`config.mk`:
```
export PLATFORM = sky130hd
export DESIGN_NAME = multiword_add_sequencer
export DESIGN_NICKNAME = d
export VERILOG_FILES = /design/src/rtl/multiword_add_sequencer.sv
export SDC_FILE = /design/constraint.sdc
export NUM_CORES = 1
export LEC_CHECK = 0
export CAP_MARGIN = 20
export CORE_MARGIN = 2
export CORE_UTILIZATION = 52
export CTS_BUF_LIST = sky130_fd_sc_hd__clkbuf_4 sky130_fd_sc_hd__clkbuf_8
export DETAILED_ROUTE_END_ITERATION = 7
export GPL_TIMING_DRIVEN = 0
export PLACE_DENSITY = 0.89
export SYNTH_ARGS = -nofsm -noshare
export SYNTH_HDL_FRONTEND = slang
export SYNTH_SLANG_ARGS = --single-unit
export TNS_END_PERCENT = 30
```
`constraint.sdc`:
```
create_clock -name clk -period 7.5 [get_ports clk]
set_input_delay 1.5 -clock clk [delete_from_list [all_inputs] [get_ports clk]]
set_output_delay 1.5 -clock clk [all_outputs]
set_load 0.05 [all_outputs]
```
`src/rtl/multiword_add_sequencer.sv`:
```
// -----------------------------------------------------------------------------
// multiword_add_sequencer
//
// Purpose: adds two arbitrarily long operands streamed as 16-bit words
// (least-significant word first). Carries are chained from word to word
// through a registered carry. Each accepted word produces one result word
// one cycle later on a valid/ready output stage.
//
// Optional feature: define MULTIWORD_SUB_EN to add port in_sub. It is
// sampled on a packet's first word and held for the whole packet. When set,
// the block computes a - b: it feeds ~in_b to the adder and forces the
// first-word carry to 1. In that mode out_cout=1 means "no borrow".
//
// Ports:
//   clk, rst              clock, asynchronous active-high reset
//   in_valid/in_ready     input word handshake
//   in_a, in_b            16-bit operand words
//   in_cin                packet carry-in (used on first word only)
//   in_first, in_last     packet delimiters (may both be set)
//   in_sub                subtract select (MULTIWORD_SUB_EN builds only)
//   out_valid/out_ready   result word handshake
//   out_sum               16-bit result word
//   out_last              result closes its packet
//   out_cout              packet carry-out, valid with out_last, else 0
//   out_idx               word index within packet, saturating
//   err                   sticky protocol-error flag
// -----------------------------------------------------------------------------

// 16-bit Kogge-Stone parallel-prefix adder. The carry-in is folded into the
// bit-0 generate, so after the prefix tree g_grp[i] is the carry out of bit i.
module prefix_adder (
  input  logic [15:0] term0,
  input  logic [15:0] term1,
  input  logic        cin,
  output logic [15:0] sum,
  output logic        cout
);
  logic [15:0] p_bit;
  logic [15:0] g_grp;
  logic [15:0] p_grp;
  logic [15:0] carry_in;

  always_comb begin
    p_bit    = term0 ^ term1;
    g_grp    = term0 & term1;
    g_grp[0] = g_grp[0] | (p_bit[0] & cin);
    p_grp    = p_bit;
    // After the level with span d, the low d bits of g_grp already hold
    // final carries, so their shifted-in zero propagate terms are harmless.
    for (int lvl = 0; lvl < 4; lvl++) begin
      g_grp = g_grp | (p_grp & (g_grp << (1 << lvl)));
      p_grp = p_grp & (p_grp << (1 << lvl));
    end
  end

  assign carry_in = {g_grp[14:0], cin};
  assign cout     = g_grp[15];

  for (genvar gi = 0; gi < 16; gi++) begin : g_sum
    assign sum[gi] = p_bit[gi] ^ carry_in[gi];
  end
endmodule

module multiword_add_sequencer #(
  parameter int IDX_W = 8
) (
  input  logic             clk,
  input  logic             rst,
  input  logic             in_valid,
  output logic             in_ready,
  input  logic [15:0]      in_a,
  input  logic [15:0]      in_b,
  input  logic             in_cin,
  input  logic             in_first,
  input  logic             in_last,
`ifdef MULTIWORD_SUB_EN
  input  logic             in_sub,
`endif
  output logic             out_valid,
  input  logic             out_ready,
  output logic [15:0]      out_sum,
  output logic             out_last,
  output logic             out_cout,
  output logic [IDX_W-1:0] out_idx,
  output logic             err
);
  typedef enum logic {
    IDLE  = 1'b0,
    CHAIN = 1'b1
  } state_t;

  localparam logic [IDX_W-1:0] IDX_MAX = '1;

  state_t           state_q, state_d;
  logic             carry_q, carry_d;
  logic             valid_q, valid_d;
  logic [15:0]      sum_q, sum_d;
  logic             last_q, last_d;
  logic             cout_q, cout_d;
  logic [IDX_W-1:0] idx_q, idx_d;
  logic             err_q, err_d;

  logic        accept;
  logic        start_pkt;
  logic        proto_err;
  logic        sub_sel;
  logic        cin_sel;
  logic [15:0] b_sel;
  logic [15:0] add_sum;
  logic        add_cout;

  assign in_ready = !valid_q || out_ready;
  assign accept   = in_valid && in_ready;

  // Any word arriving in IDLE starts a packet; in_first inside a packet
  // restarts it. Either mismatch with in_first is a protocol error.
  assign start_pkt = (state_q == IDLE) || in_first;
  assign proto_err = (state_q == IDLE) ? !in_first : in_first;

`ifdef MULTIWORD_SUB_EN
  logic sub_q, sub_d;

  assign sub_sel = start_pkt ? in_sub : sub_q;
  // Subtraction is a + ~b + 1, so the first-word carry is forced high.
  assign cin_sel = start_pkt ? (in_sub | in_cin) : carry_q;
  assign sub_d   = (accept && start_pkt) ? in_sub : sub_q;

  always_ff @(posedge clk or posedge rst) begin
    if (rst) begin
      sub_q <= 1'b0;
    end else begin
      sub_q <= sub_d;
    end
  end
`else
  assign sub_sel = 1'b0;
  assign cin_sel = start_pkt ? in_cin : carry_q;
`endif

  assign b_sel = sub_sel ? ~in_b : in_b;

  prefix_adder u_adder (
    .term0 (in_a),
    .term1 (b_sel),
    .cin   (cin_sel),
    .sum   (add_sum),
    .cout  (add_cout)
  );

  always_comb begin
    state_d = state_q;
    carry_d = carry_q;
    valid_d = valid_q;
    sum_d   = sum_q;
    last_d  = last_q;
    cout_d  = cout_q;
    idx_d   = idx_q;
    err_d   = err_q;
    if (accept) begin
      // Loading a new result also covers the case where the previous one
      // is leaving this cycle, so throughput stays at one word per cycle.
      state_d = in_last ? IDLE : CHAIN;
      carry_d = add_cout;
      valid_d = 1'b1;
      sum_d   = add_sum;
      last_d  = in_last;
      cout_d  = in_last & add_cout;
      if (start_pkt) begin
        idx_d = '0;
      end else if (idx_q != IDX_MAX) begin
        idx_d = idx_q + 1'b1;
      end
      err_d = err_q | proto_err;
    end else if (out_ready) begin
      valid_d = 1'b0;
    end
  end

  always_ff @(posedge clk or posedge rst) begin
    if (rst) begin
      state_q <= IDLE;
      carry_q <= 1'b0;
      valid_q <= 1'b0;
      sum_q   <= '0;
      last_q  <= 1'b0;
      cout_q  <= 1'b0;
      idx_q   <= '0;
      err_q   <= 1'b0;
    end else begin
      state_q <= state_d;
      carry_q <= carry_d;
      valid_q <= valid_d;
      sum_q   <= sum_d;
      last_q  <= last_d;
      cout_q  <= cout_d;
      idx_q   <= idx_d;
      err_q   <= err_d;
    end
  end

  assign out_valid = valid_q;
  assign out_sum   = sum_q;
  assign out_last  = last_q;
  assign out_cout  = cout_q;
  assign out_idx   = idx_q;
  assign err       = err_q;
endmodule

```
==> results.ini <==
[synth]
synth_xor_area_share_pct=3.766
yosys-top-cells-area=dfrtp_1 (36%), ha_1 (10%), nand2_1 (6.1%), o21ai_0 (5.0%), a21oi_1 (3.3%)
synthCells=240
synth_enable_flop_cells=0
yosysUniqueCellTypes=45
async_flop_share_pct=100.0
synth_compound_area_share_pct=23.01
synth_top_cell_by_area=dfrtp_1
yosys.area_share.simple_pct=20.38
synth_mux_area_share_pct=1.016
synth_area_per_cell_sq_um=8.722
ys_warn_count=0
yosys_register_bits=30
yosysSeqAreaShare_pct=35.86
synthAdderAreaFrac_pct=12.07
synth_top_family_by_area=compound AO/OA/AOI/OAI gates
synth_top_area_share_pct=35.86
synth_ff_type=dfrtp_1
syn_nets=298
syn-cell-area_sq_um=2093

[clock_tree]
cts_sinks=30
htreeDepth=2
cts_buffers=5
hold_buffers=0
post-cts-setup-buffers=0
root_buffer=clkbuf_8
cts_resized=0
clkTransAtPathRegs_ns=0.07
clockBufferDepth=2
clkLatencyLatePin_ns=0.29
cts_tree=yes

[route]
drc=0
drtPass1Iterations=4
routed_via_density=5.904
wire_per_inst_um=15.52
vias=2161
wl_um=5680
antenna_left=0
drt_iter0_markers=172

[die]
fp.dieW_um=67.45
die_h_um=67.45
ios=68
core_area_sq_um=3943
dieArea_sq_um=4549
initial_core_util_pct=53.09
std_cell_rows=23

[sta]
whs_ns=0.4671
setup_viol=0
fmax_mhz=224.5
tightestPinTransition_ns=0.5152
relSlewSlack_pct=65.49
rsz0062_at_grt=false
hold_viol=0
fin_setup_tns_ns=0
fin_skew_ns=0.004743
post-route-period-util_pct=59.40
period_minus_slack_ns=4.455
slew_viol_final=0
fin_ws_ns=3.045

[grt]
grt_pass1_vias=2058
grt_usage_pct=26.90
antenna_found_initial=0
grt_pass1_wl_um=9239
grt_overflow=0
grt_start_max_net_pins=23

[setup_path]
cp_max_fo=4
worst_setup_path_end_kind=output pin
cp.arrival_ns=2.96
path_cells=clkdlybuf4s50_1, nand2b_1, clkdlybuf4s50_1
critPathMaxStageDelay_ns=0.83
cpMaxStageDelayCell=clkdlybuf4s50_1
startpoint_type=primary input
cp_top_family=buffers and inverters
cp.required_ns=6.00
path_common_cell=clkdlybuf4s50_1
critPathBufInv=2
critPathKind=primary input to output pin

[pwr]
seqPwrFrac_pct=33.2
peakVddDrop_mv=0.09508
fin_total_pwr_mw=0.6068
power_leakage_nw=1.289
intPower_mw=0.3607
combPwrFrac_pct=43.7
switchingPower_mw=0.2462
p_per_area_nw_per_um2=205.8
p_clk_share_pct=23.1
p_sw_share_pct=40.57

[layout]
num_antenna_cells=0
area_growth_pct=40.88
nFillCells=298
drive_gt1_share_pct=6.329
utilization_pct=74.80
nets=373
final_cell_mix=clkdlybuf4s50_1 (67), nand2_1 (34), dfrtp_1 (30)
final_common_cell=clkdlybuf4s50_1

[placement]
place_ws_ns=2.837
dp_hpwl_um=4385
portBuffers=67
gp_congestion=0.9393

[run_status]
status=finished clean

[job]
maxCapViolations=0

[hold_path]
hold_path_class=register to register

[logic make-up (layout without fill, tap and decap cells)]
group / Yosys count / after routing
and+or+nand+nor: 88 / 88
AOI/OAI and AO/OA: 73 / 73
DFF: 30 / 30
adders and majority gates: 19 / 19
buffers and inverters: 19 / 95
xor gates and xnor gates: 9 / 9
muxes: 2 / 2
[layer usage]
metal	global-route usage [%]	part of all wire [%]
met1	32.91	43
met2	46.78	51
met3	4.500	4.1
met4	11.22	2.1
met5	0	0
[Yosys cell counts (all sizes together) (3+ instances only)]
library cell,count
nor2,11
o31ai,6
ha,17
nor4,3
xor2,5
xnor2,4
buf,3
nand2,35
or3,3
inv,10
nand3,12
nor3,7
a21oi,14
dfrtp,30
nand2b,8
o21a,5
a21o,9
o21ai,22
clkbuf,6
[worst reg2reg max path, stage by stage, from the launching register on]
cell,delay [ns]
dfrtp_1,0.38
ha_1,0.18
buf_2,0.18
mux2i_1,0.16
fa_1,0.40
fa_1,0.42
nor2b_1,0.17
o2111ai_1,0.22
a31oi_1,0.52
a21o_2,0.23
a41o_1,0.15
[registers in the layout, summed over array words and instances (netlist names)]
| register | cells |
|---|---|
| out_valid | 1 |
| err | 1 |
| out_last | 1 |
| out_idx | 8 |
| state_q | 1 |
| out_cout | 1 |
| out_sum | 16 |
| carry_q | 1 |
[stage by stage]
step	instances	cell area, sq um
global placement	357	2826
floorplan	240	2093
finish	366	2949
detailed placement	358	2854
global route	366	2949
CTS	366	2949
[final cells by class]
cell class | count | area (sq um) | share of cell area, %
clock inverters | 2 | 12.51 | 0.4243
inverters | 10 | 37.54 | 1.273
flip-flops and latches | 30 | 750.7 | 25.46
multi-input cells | 191 | 1261 | 42.77
clock buffers | 6 | 82.58 | 2.800
plain buffers | 9 | 43.79 | 1.485
well taps | 50 | 62.56 | 2.121
repair buffers | 68 | 698.2 | 23.67
[path summary, 6_finish.rpt]
check,slack (ns),cells past startpoint,startpoint,endpoint
min in group asynchronous,1.52,2,rst,out_sum[2]
max in group asynchronous,5.51,3,rst,out_sum[11]
worst max register to register,4.44,10,state_q,out_cout
worst max-delay path,3.04,3,out_ready,in_ready
worst min-delay path,0.47,1,err,err
worst min register to register,0.47,1,err,err
[power groups by stage]
stage	clock [mW]	sequential (mW)	combinational [mW]
6_report	0.140	0.201	0.265
5_1_grt	0.145	0.204	0.284
4_1_cts	0.140	0.201	0.265
3_5_place_dp	0	0.204	0.263
3_3_place_gp	0	0.203	0.256
2_1_floorplan	0	0.281	0.0905
(Power assumes the default switching activity.)
